===== src/rtl/stack_control_fsm.sv =====
// Multi-cycle stack processor control FSM: FETCH/DECODE/EXEC with a memory-ready wait and stack occupancy checks.
// Optional macro STACK_TRAP_EN: faults enter a sticky TRAP state reporting trap_cause instead of becoming NOPs.
module stack_control_fsm #(
    parameter int INST_W = 16,
    parameter int OPC_W  = 4,
    parameter int DEPTH  = 16,
    parameter int RDEPTH = 16
) (
    input  logic                         CLK,
    input  logic                         reset,
    input  logic [INST_W-1:0]            inst,
    input  logic                         inst_valid,
    input  logic                         mem_ready,
    input  logic [$clog2(DEPTH+1)-1:0]   stk_count,
    input  logic [$clog2(RDEPTH+1)-1:0]  rstk_count,
    output logic [2:0]                   stackOP,
    output logic [1:0]                   rStackOP,
    output logic [3:0]                   ALUOP,
    output logic [2:0]                   stackControl,
    output logic [2:0]                   PCControl,
    output logic                         MemWrite,
    output logic                         PCWrite,
    output logic                         IRWrite,
    output logic                         busy,
`ifdef STACK_TRAP_EN
    output logic                         halted,
    output logic [1:0]                   trap_cause
`else
    output logic                         halted
`endif
);

    localparam int FN_W = INST_W - OPC_W;
    localparam int SW   = $clog2(DEPTH + 1);
    localparam int RW   = $clog2(RDEPTH + 1);
    localparam logic [SW-1:0] DEPTH_C  = SW'(DEPTH);
    localparam logic [RW-1:0] RDEPTH_C = RW'(RDEPTH);

    localparam logic [2:0] SOP_NONE   = 3'd0;
    localparam logic [2:0] SOP_PUSH   = 3'd1;
    localparam logic [2:0] SOP_POPREP = 3'd2;
    localparam logic [2:0] SOP_POP    = 3'd3;
    localparam logic [2:0] SOP_POP2   = 3'd4;
    localparam logic [2:0] SOP_SWAP   = 3'd5;

    localparam logic [1:0] ROP_NONE = 2'd0;
    localparam logic [1:0] ROP_PUSH = 2'd1;
    localparam logic [1:0] ROP_POP  = 2'd3;

    localparam logic [3:0] ALU_ADD   = 4'd0;
    localparam logic [3:0] ALU_SUB   = 4'd1;
    localparam logic [3:0] ALU_OR    = 4'd3;
    localparam logic [3:0] ALU_A     = 4'd5;
    localparam logic [3:0] ALU_B     = 4'd6;
    localparam logic [3:0] ALU_EQ    = 4'd7;
    localparam logic [3:0] ALU_EZ    = 4'd8;
    localparam logic [3:0] ALU_BLESS = 4'd9;

    localparam logic [2:0] SC_IMM    = 3'd0;
    localparam logic [2:0] SC_IMMLUI = 3'd1;
    localparam logic [2:0] SC_MEM    = 3'd2;
    localparam logic [2:0] SC_ALU    = 3'd3;
    localparam logic [2:0] SC_INPUT  = 3'd4;

    localparam logic [2:0] PC_RETURN = 3'd0;
    localparam logic [2:0] PC_TOS    = 3'd1;
    localparam logic [2:0] PC_LABEL  = 3'd2;
    localparam logic [2:0] PC_LABINC = 3'd3;
    localparam logic [2:0] PC_PCINC  = 3'd4;

    typedef enum logic [2:0] {
        S_FETCH,
        S_DECODE,
        S_EXEC,
`ifdef STACK_TRAP_EN
        S_HALT,
        S_TRAP
`else
        S_HALT
`endif
    } state_t;

    state_t state_q, state_d;
    logic [INST_W-1:0] ir_q, ir_d;
    logic [2:0] pendSop_q, pendSop_d;
    logic [1:0] pendRop_q, pendRop_d;
    logic       pendMw_q, pendMw_d;
    logic       pendMem_q, pendMem_d;
    logic [2:0] stackOP_q, stackOP_d;
    logic [1:0] rStackOP_q, rStackOP_d;
    logic [3:0] aluOp_q, aluOp_d;
    logic [2:0] stackCtl_q, stackCtl_d;
    logic [2:0] pcCtl_q, pcCtl_d;
    logic       memWrite_q, memWrite_d;
    logic       pcWrite_q, pcWrite_d;
    logic       irWrite_q, irWrite_d;
    logic       busy_q, busy_d;
    logic       halted_q, halted_d;
`ifdef STACK_TRAP_EN
    logic [1:0] trapCause_q, trapCause_d;
`endif

    logic [OPC_W-1:0] opc;
    logic [FN_W-1:0]  fn;
    logic [2:0] decSop;
    logic [1:0] decRop;
    logic [3:0] decAlu;
    logic [2:0] decSc;
    logic [2:0] decPc;
    logic       decMw, decMem, decHalt, decIllegal;
    logic [1:0] needStk;
    logic       needRPush, needRPop;
    logic       underflow, overflow, fault;

    assign opc = ir_q[INST_W-1 -: OPC_W];
    assign fn  = ir_q[FN_W-1:0];

    // Instruction decode plus the occupancy each instruction needs before it may commit.
    always_comb begin
        decSop     = SOP_NONE;
        decRop     = ROP_NONE;
        decAlu     = ALU_ADD;
        decSc      = SC_IMM;
        decPc      = PC_PCINC;
        decMw      = 1'b0;
        decMem     = 1'b0;
        decHalt    = 1'b0;
        decIllegal = 1'b0;
        needStk    = 2'd0;
        needRPush  = 1'b0;
        needRPop   = 1'b0;
        case (opc)
            OPC_W'(0): begin
                if (fn > FN_W'(11)) begin
                    decIllegal = 1'b1;
                end else begin
                    case (fn[3:0])
                        4'd0:  begin decSop = SOP_POPREP; decSc = SC_ALU; needStk = 2'd2; end
                        4'd1:  begin decSop = SOP_PUSH; decAlu = ALU_A; decSc = SC_ALU; needStk = 2'd1; end
                        4'd2:  begin decSop = SOP_POP; needStk = 2'd1; end
                        4'd3:  decHalt = 1'b1;
                        4'd4:  begin decSop = SOP_PUSH; decSc = SC_INPUT; end
                        4'd5:  begin decSop = SOP_POP; decPc = PC_TOS; needStk = 2'd1; end
                        4'd6:  begin decSop = SOP_PUSH; decAlu = ALU_B; decSc = SC_ALU; needStk = 2'd2; end
                        4'd7:  begin decSop = SOP_POPREP; decAlu = ALU_OR; decSc = SC_ALU; needStk = 2'd2; end
                        4'd8:  begin decRop = ROP_POP; decPc = PC_RETURN; needRPop = 1'b1; end
                        4'd9:  begin decSop = SOP_POPREP; decAlu = ALU_BLESS; decSc = SC_ALU; needStk = 2'd2; end
                        4'd10: begin decSop = SOP_POPREP; decAlu = ALU_SUB; decSc = SC_ALU; needStk = 2'd2; end
                        4'd11: begin decSop = SOP_SWAP; needStk = 2'd2; end
                        default: decIllegal = 1'b1;
                    endcase
                end
            end
            OPC_W'(1): begin decSop = SOP_POP2; decAlu = ALU_EQ; decPc = PC_LABINC; needStk = 2'd2; end
            OPC_W'(2): begin decSop = SOP_POP; decAlu = ALU_EZ; decPc = PC_LABINC; needStk = 2'd1; end
            OPC_W'(3): decPc = PC_LABEL;
            OPC_W'(4): begin decRop = ROP_PUSH; decPc = PC_LABEL; needRPush = 1'b1; end
            OPC_W'(5): begin decSop = SOP_POP; decMw = 1'b1; decMem = 1'b1; needStk = 2'd1; end
            OPC_W'(6): begin decSop = SOP_PUSH; decSc = SC_MEM; decMem = 1'b1; end
            OPC_W'(7): decSop = SOP_PUSH;
            OPC_W'(8): begin decSop = SOP_PUSH; decSc = SC_IMMLUI; end
            default:   decIllegal = 1'b1;
        endcase
    end

    assign underflow = (stk_count < SW'(needStk)) || (needRPop && (rstk_count == '0));
    assign overflow  = ((decSop == SOP_PUSH) && (stk_count >= DEPTH_C)) ||
                       (needRPush && (rstk_count >= RDEPTH_C));
    assign fault     = decIllegal || underflow || overflow;

    // Next-state and registered-output logic; strobes default low so they only pulse on commit.
    always_comb begin
        state_d    = state_q;
        ir_d       = ir_q;
        pendSop_d  = pendSop_q;
        pendRop_d  = pendRop_q;
        pendMw_d   = pendMw_q;
        pendMem_d  = pendMem_q;
        stackOP_d  = SOP_NONE;
        rStackOP_d = ROP_NONE;
        memWrite_d = 1'b0;
        pcWrite_d  = 1'b0;
        irWrite_d  = 1'b0;
        aluOp_d    = aluOp_q;
        stackCtl_d = stackCtl_q;
        pcCtl_d    = pcCtl_q;
        halted_d   = halted_q;
`ifdef STACK_TRAP_EN
        trapCause_d = trapCause_q;
`endif
        case (state_q)
            S_FETCH: begin
                if (inst_valid) begin
                    ir_d      = inst;
                    irWrite_d = 1'b1;
                    state_d   = S_DECODE;
                end
            end
            S_DECODE: begin
                aluOp_d    = decAlu;
                stackCtl_d = decSc;
                pcCtl_d    = decPc;
                if (decHalt) begin
                    halted_d = 1'b1;
                    state_d  = S_HALT;
                end else if (fault) begin
                    pcCtl_d = PC_PCINC;
`ifdef STACK_TRAP_EN
                    trapCause_d = decIllegal ? 2'd3 : (underflow ? 2'd1 : 2'd2);
                    state_d     = S_TRAP;
`else
                    // A faulted memory opcode issues no access, so it does not wait on mem_ready.
                    pendSop_d = SOP_NONE;
                    pendRop_d = ROP_NONE;
                    pendMw_d  = 1'b0;
                    pendMem_d = 1'b0;
                    state_d   = S_EXEC;
`endif
                end else begin
                    pendSop_d = decSop;
                    pendRop_d = decRop;
                    pendMw_d  = decMw;
                    pendMem_d = decMem;
                    state_d   = S_EXEC;
                end
            end
            S_EXEC: begin
                if (!pendMem_q || mem_ready) begin
                    stackOP_d  = pendSop_q;
                    rStackOP_d = pendRop_q;
                    memWrite_d = pendMw_q;
                    pcWrite_d  = 1'b1;
                    state_d    = S_FETCH;
                end
            end
            default: state_d = state_q;
        endcase
        busy_d = (state_d == S_DECODE) || (state_d == S_EXEC);
    end

    always_ff @(posedge CLK) begin
        if (reset) begin
            state_q    <= S_FETCH;
            ir_q       <= '0;
            pendSop_q  <= SOP_NONE;
            pendRop_q  <= ROP_NONE;
            pendMw_q   <= 1'b0;
            pendMem_q  <= 1'b0;
            stackOP_q  <= SOP_NONE;
            rStackOP_q <= ROP_NONE;
            aluOp_q    <= ALU_ADD;
            stackCtl_q <= SC_IMM;
            pcCtl_q    <= PC_PCINC;
            memWrite_q <= 1'b0;
            pcWrite_q  <= 1'b0;
            irWrite_q  <= 1'b0;
            busy_q     <= 1'b0;
            halted_q   <= 1'b0;
`ifdef STACK_TRAP_EN
            trapCause_q <= 2'd0;
`endif
        end else begin
            state_q    <= state_d;
            ir_q       <= ir_d;
            pendSop_q  <= pendSop_d;
            pendRop_q  <= pendRop_d;
            pendMw_q   <= pendMw_d;
            pendMem_q  <= pendMem_d;
            stackOP_q  <= stackOP_d;
            rStackOP_q <= rStackOP_d;
            aluOp_q    <= aluOp_d;
            stackCtl_q <= stackCtl_d;
            pcCtl_q    <= pcCtl_d;
            memWrite_q <= memWrite_d;
            pcWrite_q  <= pcWrite_d;
            irWrite_q  <= irWrite_d;
            busy_q     <= busy_d;
            halted_q   <= halted_d;
`ifdef STACK_TRAP_EN
            trapCause_q <= trapCause_d;
`endif
        end
    end

    assign stackOP      = stackOP_q;
    assign rStackOP     = rStackOP_q;
    assign ALUOP        = aluOp_q;
    assign stackControl = stackCtl_q;
    assign PCControl    = pcCtl_q;
    assign MemWrite     = memWrite_q;
    assign PCWrite      = pcWrite_q;
    assign IRWrite      = irWrite_q;
    assign busy         = busy_q;
    assign halted       = halted_q;
`ifdef STACK_TRAP_EN
    assign trap_cause   = trapCause_q;
`endif

endmodule


===== config.mk =====
export PLATFORM = sky130hd
export DESIGN_NAME = stack_control_fsm
export DESIGN_NICKNAME = d
export VERILOG_FILES = /design/src/rtl/stack_control_fsm.sv
export SDC_FILE = /design/constraint.sdc
export NUM_CORES = 1
export LEC_CHECK = 0
export BUFFER_PORTS_ARGS = -buffer_cell sky130_fd_sc_hd__buf_2
export CORE_UTILIZATION = 45
export CTS_CLUSTER_DIAMETER = 100
export DETAILED_ROUTE_END_ITERATION = 10
export PLACE_DENSITY = 0.68
export SLEW_MARGIN = 5
export SYNTH_ARGS = -nofsm -noshare
export SYNTH_HDL_FRONTEND = slang
export SYNTH_SLANG_ARGS = --single-unit

===== constraint.sdc =====
create_clock -name CLK -period 2.57 [get_ports CLK]
set_input_delay 0.257 -clock CLK [delete_from_list [all_inputs] [get_ports CLK]]
set_output_delay 0.257 -clock CLK [all_outputs]
set_load 0.01 [all_outputs]

* Word-level counts from Yosys, hierarchy flattened
Cells that the tools add are included.
** Word-level totals
- Output and inout port bits :: 20
- Register bits :: 46
- Input port bits :: 30
- Word-level logic and storage cells :: 123
** Operators by class
- Muxes and demuxes :: 42
- Eq/ne operators :: 24
- Bitwise logic cells :: 4
- Reduce and logical (&&, ||, !) cells :: 33
- Magnitude comparators :: 4
** Operators with widths (count)
- equality test 4 x 3 -> 1 bit, second input constant :: 8
- case mux 3 bit (3 select lines) :: 3
- 2-to-1 mux 3 bit :: 8
- case mux 3 bit (4 select lines) :: 2
- equality test 4 bit, second input constant :: 5
- case mux 4 bit (5 select lines) :: 1
- equality test 4 x 2 -> 1 bit, second input constant :: 4
- 2-to-1 mux 1 bit :: 16
- OR reduction 2 bit :: 7
- > comparator 12 x 4 -> 1 bit, second input constant :: 1
- case mux 3 bit (2 select lines) :: 2
- case mux 4 bit (3 select lines) :: 1
- OR reduction 12 bit :: 1
- OR reduction 3 bit :: 4
- OR reduction 6 bit :: 2
- greater-or-equal comparator 5 bit, second input constant :: 2
- equality test 3 x 1 -> 1 bit, second input constant :: 3
- equality test 4 x 1 -> 1 bit, second input constant :: 2
- zero test 4 bit :: 2
- 2-to-1 mux 2 bit :: 4
- case mux 2 bit (2 select lines) :: 2
- OR reduction 8 bit :: 1
- equality test 3 x 2 -> 1 bit, second input constant :: 2
- logical OR 1 bit :: 6
- other kinds (11) :: 18

* Depth between registers and ports, before layout
Gate-level depths: netlist of the first run.
- Depth in word-level cells :: 11
- Depth in mapped cells :: 11
- Gate-level depth less buffers :: 10

* Worst setup path after synthesis of the first run
No wires, ideal clock.
- Kind :: register to register
- Start :: register ir_q[15]
- End :: register pendSop_q[0]
- Buffers on the path :: 1
- Path slack :: 261 ps
- Setup time :: 61 ps
- Period minus slack after synthesis :: 2309 ps
- Arrival :: 2248 ps
- Required time :: 2509 ps
- Stages on the path, launching flop included :: 10
- Cell sequence :: dfxtp_1 > nor4_1 > and4_1 > buf_4 > a21oi_1 > ha_1 > o221ai_1 > a211o_1 > a41oi_4 > a32o_1
** Between the ends
- Longest elaborated chain between the ends :: 8
- Elaborated cells between the ends (all ways) :: 30
- Classes of those cells :: order compare: 1; eq/ne: 9; mux: 7; bitwise: 1; reduce/logical: 12
** Ends and longest elaborated chain
- start, declared :: RTL line 84 : logic [INST_W-1:0] ir_q, ir_d;
- start signal, assigned :: RTL line 264 : ir_q <= ir_d;
- equality test 4 x 3 -> 1 bit (tied with other cells) :: RTL line 132 : case (opc)
- OR reduction 2 bit (no line) or OR reduction 3 bit (tied branches)
- case mux 2 bit (3 select lines) or case mux 3 bit (4 select lines) (tied branches) :: RTL line 132
- less-than comparator 5 x 2 -> 1 bit or equality test 3 x 1 -> 1 bit (tied branches) :: RTL line 166, 167
- logical OR 1 bit or logical AND 1 bit (tied branches) :: RTL line 166, 167
- logical OR 1 bit, on equally long branches :: RTL line 169, 167
- logical OR 1 bit :: RTL line 169 : assign fault = decIllegal || underflow || overflow;
- 2-to-1 mux 3 bit :: RTL line 206 : end else if (fault) begin
- end signal, assigned :: RTL line 265 : pendSop_q <= pendSop_d;
- end, declared :: RTL line 85 : logic [2:0] pendSop_q, pendSop_d;
Several ways; a longest one is shown, not always the timed one.
A chain may end at the register's enable or synchronous reset.

* Worst setup path after layout of the first run
- Start :: register ir_q[3]
- End :: register pendSop_q[0]
** Between the ends
- Longest elaborated chain between the ends :: 10
- Elaborated cells between the ends (all ways) :: 45
- Classes of those cells :: order compare: 2; eq/ne: 12; mux: 16; bitwise: 1; reduce/logical: 14
** Ends and longest elaborated chain
- parallel branches: the longest is 10 deep, another holds > comparator 12 x 4 -> 1 bit
Several ways; the timed one is not identified.

==> out/results.ini, run 1 <==
[pwr]
p_leak_nw=1.08
p_per_area_mw_per_mm2=562
ir_drop_mv=0.331

[min_path]
holdPathEnd=ir_q[0]
min_path_cells=3
hold_class=input port to flop
hold_path_startpoint=inst[0]

[timing]
skew_ns=0.00357
min_period_ns=2.40
setup_viol=0
hold_viol=0
fin_setup_tns_ns=0
slew_violations=0
relSlewSlack_pct=45.9
fmax_ghz=0.417
finalCritPeriodShare_pct=93.3
timing_worst_slew_pin_value_ns=0.804
rsz0062_at_grt=no

[finish]
fin_nets=349
drive_gt1_share_pct=23.6
finish.instance_area_mm2=0.00263
antenna_cells=0
syn_to_final_growth_pct=19.2
layout_commonest_cell=buf_2
final_cell_mix=49 x buf_2, 46 x dfxtp_1, 43 x nand2_1

[cts]
postCtsSetupRepairBufs=0
insertion_delay_ns=0.29
cts_tree=built
cts_root_buf=clkbuf_8
h-tree-depth=2
clock-sinks=46
cts_buffers=5
cts_buffer_depth=2
cts.clk_slew.worst_paths_ns=0.08

[route]
drtIter0Drc=106
drc=0
vias=2056
routed_wl_um=4980
ant_nets=0
dr.pass1.iters=4
wire_per_inst_um=12.9
viasPerCell=5.34

[global_routing]
grt_antenna_before_repair=0
grt_util_met1_pct=25.7
track_usage_pct=20.7
globalRouteMet3Util_pct=4.17
use_met2_pct=35.6
grt_max_degree=39
grt_pass1_wl_um=8460
grt_pass1_vias=1886
grt.busiest_layer=met2
gr-total-overflow=0

[synthesis]
yosysSeqAreaShare_pct=41.8
ys.flop_type=dfxtp_1
async_reset_ff_share_pct=0
yosysTopAreaCellShare_pct=41.8
ys_types=51
syn_inst=268
synth_fp_nets=299
syn_avg_cell_area_um2=8.23
syn-cell-area_mm2=0.00220
ys_seq_elements=46
synth-edff-count=0
synthTopCellsByArea=dfxtp_1 42%, nand2_1 7.3%, a21oi_1 7.3%
yosys_warnings=0
yosys.area.top_type=dfxtp_1

[setup_path]
cp-start-kind=flop
critPathSlowestCell=dfxtp_1
cp_data_required_time_ns=2.81
r2r_cells=10
cp_common_cell=a21oi_1
regToRegEndpoint=pendSop_q[0]
critical_path.cell_chain=buf_4 > nor3_1 > a21oi_1 > o21ai_0 > a21oi_1 > ha_1 > o221ai_1 > a211o_1 > a41oi_4 > a32o_1
rrSetupSlack_ns=0.17
end_kind=flop
cp_max_fo=11
r2r_start=ir_q[3]
slowest_delay_ns=0.41
critPathArrivalTime_ns=2.64
path_class=flop to flop

[place]
hpwl_um=3650
globalplace.congestion=0.877
io_buffers=49
postPlaceCellArea_mm2=0.00254

[run]
drv_cap=0

[die]
start_util_pct=46.7
die-area_mm2=0.00518
ios=50
dieWidth_um=72.0
num_rows=25
core-area_mm2=0.00472
die_height_um=72.0

[run_status]
run_status=finished clean

## cell families after synthesis
logic type | count (synthesis) | share of synthesized area, %
buf+inv | 22 | 4.31
compound gates | 73 | 22.2
fa+ha+maj | 1 | 0.567
xor+xnor | 1 | 0.397
simple gates | 124 | 30.2
flops | 46 | 41.8
mux | 1 | 0.454
## per-stage QoR
step | power [W] | cells | hold slack, ns | setup slack (ns) | utilization (%)
after detailed placement | 0.00108 | 378 | 0.450 | 0.122 | 53.9
after global routing | 0.00157 | 385 | 0.194 | 0.00192 | 55.7
final | 0.00148 | 385 | 0.190 | 0.173 | 55.7
after global placement | 0.00107 | 378 | 0.440 | 0.198 | 53.9
after floorplan | 0.000988 | 268 | 0.380 | 0.261 | -
after CTS | 0.00149 | 385 | 0.190 | 0.0855 | 55.5
## synthesized netlist by cell type, types with 3 or more instances
master / count
nand3_1: 5
clkbuf_1: 8
nand2_1: 43
a22o_1: 3
nor4_1: 3
a211o_1: 3
nor2_1: 22
inv_1: 3
nand2b_1: 6
nor2b_1: 5
o21ai_0: 9
a32o_1: 5
nor3_1: 11
and2_1: 10
a21oi_1: 32
nor4b_1: 4
buf_2: 7
dfxtp_1: 46
o211ai_1: 3
## timing repair
| action | in CTS | in global routing |
|---|---|---|
| endpoints found under the setup margin | 0 | 10 |
| hold buffers | 0 | 0 |
| gates resized for setup | 0 | 1 |
## worst max path at each step
stage,end,cells after the start,startpoint
3_5_place_dp,pendSop_q[0],8,ir_q[12]
5_1_grt,pendSop_q[0],10,ir_q[3]
6_report,pendSop_q[0],10,ir_q[3]
2_1_floorplan,pendSop_q[0],9,ir_q[15]
3_3_place_gp,pendSop_q[0],8,ir_q[12]
4_1_cts,pendSop_q[0],8,ir_q[12]
## area by class of cell
type	instances	area [um2]
clock buffers	5	68.8
clock inverters	2	10.0
fillers	451	2090
inverters	4	15.0
multi-input cells	200	1190
flip-flops and latches	46	921
well taps	67	83.8
repair buffers	61	335
## power by group
part,total [W],leakage [nW],switching (W),internal [W]
clock network,0.000414,0.0438,0.000231,0.000183
registers,0.000769,0.375,0.0000278,0.000741
logic,0.000295,0.664,0.000168,0.000126
total,0.00148,1.08,0.000427,0.00105
## sequential cells by signal, indices dropped and copies added (netlist names)
name,cells
stackControl,3
stackOP,3
pendSop_q,3
ir_q,16
pendMw_q,1
busy,1
halted,1
pendMem_q,1
pendRop_q,2
PCWrite,1
rStackOP,2
state_q,3
ALUOP,4
PCControl,3
IRWrite,1
MemWrite,1
## critical path, delay by kind of cell (launching register included)
| family | cells | cell delay, ns |
|---|---|---|
| fa+ha+maj | 1 | 0.29 |
| compound gates | 7 | 1.33 |
| buf+inv | 1 | 0.20 |
| simple gates | 1 | 0.13 |
| flops | 1 | 0.41 |
## metal layers
metal  vias to the layer above  share of wire, %
met2                        40                47
met3                         8               3.8
met5                         -                 0
met4                         0               1.1
met1                       943                48
li1                       1065                 -
(Power assumes the default switching activity.)
==> run 2, diff against run 1 <==
CORE_UTILIZATION = 53   (was 45)
PLACE_DENSITY = 0.78   (was 0.68)
==> run 2 against run 1 <==
- global-route usage is 3.9 points higher
- non-clock buffer count is 2 lower
- first-iteration DRC count is 8.5% higher
- combinational power hardly changed
- clock skew is 0.0017 ns higher
- sequential power hardly changed
- largest cell class unchanged
==> out/results.ini, run 2 (same netlist as run 1, synthesis figures left out) <==
[run_status]
run_status=finished clean

[cts]
cts_buffer_depth=2
cts.clk_slew.worst_paths_ns=0.08
cts_hold_buf=0
cts_tree=built
cts_buffers=5
postCtsSetupRepairBufs=0
clock-sinks=46
insertion_delay_ns=0.30
cts_root_buf=clkbuf_8
h-tree-depth=2
post_cts_resized=0

[finish]
final_cell_mix=49 x buf_2, 45 x dfxtp_1, 43 x nand2_1
fin_nets=347
largest_register_ff_count=16
fin_util_pct=65.2
finish.instance_area_mm2=0.00261
drive_gt1_share_pct=23.3
top_register=ir_q
layout_commonest_cell=buf_2
syn_to_final_growth_pct=18.2
antenna_cells=0

[setup_path]
r2r_start=ir_q[15]
end_kind=flop
critPathArrivalTime_ns=2.60
critPathSlowestCell=nor4b_1
path_class=flop to flop
cp-start-kind=flop
critPathLaunch=ir_q[15]
critical_path.cell_chain=nor4b_1 > a21oi_1 > ha_1 > o221ai_1 > a211o_1 > a41oi_4 > a32o_1
cp_data_required_time_ns=2.81
cp_top_family=compound AO/OA/AOI/OAI gates
slowest_delay_ns=0.61
cp_max_fo=9
critPathBufInv=0

[pwr]
pwr-share-seq_pct=51.1
p_clk_share_pct=29.5
p_comb_share_pct=19.4
p_leak_nw=1.08
switching_share_pct=28.2
p_int_w=0.00108
p_per_area_mw_per_mm2=579
switchingPower_w=0.000426
ir_drop_mv=0.414

[place]
globalplace.congestion=0.925
hpwl_um=3590
postPlaceCellArea_mm2=0.00251
pre_cts_ws_ns=0.140
io_buffers=49

[die]
start_util_pct=55.1
core-area_mm2=0.00400
die-area_mm2=0.00442
dieWidth_um=66.5
die_height_um=66.5
ios=50
num_rows=23

[global_routing]
gr-total-overflow=0
grt_pass1_vias=1871
track_usage_pct=24.7
grt_util_met1_pct=30.0
grt_pass1_wl_um=8330
grt.busiest_layer=met2
use_met2_pct=41.6
grt_antenna_before_repair=0
globalRouteMet3Util_pct=5.82
grt_max_degree=39

[timing]
relSlewSlack_pct=47.0
finalCritPeriodShare_pct=91.8
skew_ns=0.00528
slew_violations=0
fin_setup_tns_ns=0
hold_viol=0
min_period_ns=2.36
timing_worst_slew_pin_value_ns=0.788
setup_slack_ns=0.210
fmax_ghz=0.424
setup_viol=0
rsz0062_at_grt=no

[route]
routed_wl_um=4990
drc=0
wire_per_inst_um=13.6
vias=2088
ant_nets=0
drtIter0Drc=115
viasPerCell=5.69
dr.pass1.iters=4

[min_path]
hold_path_startpoint=inst[3]
hold_class=input port to flop

[run]
drv_cap=0

-- run 2: worst register-to-register path: cells and delay by family, from the launching register on --
family / cells / cell delay, ns
AO/OA/AOI/OAI: 5 / 1.07
AND/OR/NAND/NOR: 1 / 0.61
flip-flops: 1 / 0.34
adder cells (fa/ha/maj): 1 / 0.30
-- run 2: path summary, 6_finish.rpt --
kind                endpoint  slack, ns  depth (start not counted)
max reg2reg     pendSop_q[0]       0.21                          7
min                  ir_q[3]       0.19                          3
min reg2reg  stackControl[2]       0.45                          2
max             pendSop_q[0]       0.21                          7
-- run 2: stage by stage --
| stage | hold slack [ns] | instances | power (W) |
|---|---|---|---|
| 5_1_grt | 0.187 | 367 | 0.00159 |
| 3_5_place_dp | 0.442 | 359 | 0.00107 |
| 6_report | 0.189 | 367 | 0.00151 |
| 2_1_floorplan | 0.380 | 268 | 0.000988 |
| 3_3_place_gp | 0.439 | 359 | 0.00107 |
| 4_1_cts | 0.190 | 367 | 0.00151 |
-- run 2: per-layer routing --
layer	part of all wire (%)	vias up
met4	2.1	0
met2	48	86
met1	43	933
met3	6.4	9
li1	-	1060
met5	0	-
-- run 2: power groups by stage --
stage / clock network [W] / registers [W] / logic (W)
5_1_grt: 0.000493 / 0.000776 / 0.000324
3_5_place_dp: 0 / 0.000787 / 0.000287
2_1_floorplan: 0 / 0.000782 / 0.000206
4_1_cts: 0.000454 / 0.000770 / 0.000289
3_3_place_gp: 0 / 0.000786 / 0.000283
6_report: 0.000445 / 0.000772 / 0.000293
-- run 2: layout make-up --
| class | instances | area, um2 |
|---|---|---|
| clock inverters | 1 | 5.00 |
| repair buffers | 59 | 320 |
| fillers | 369 | 1390 |
| multi-input cells | 200 | 1190 |
| clock buffers | 7 | 86.3 |
| well taps | 50 | 62.6 |
| inverters | 4 | 15.0 |
| flip-flops and latches | 46 | 922 |
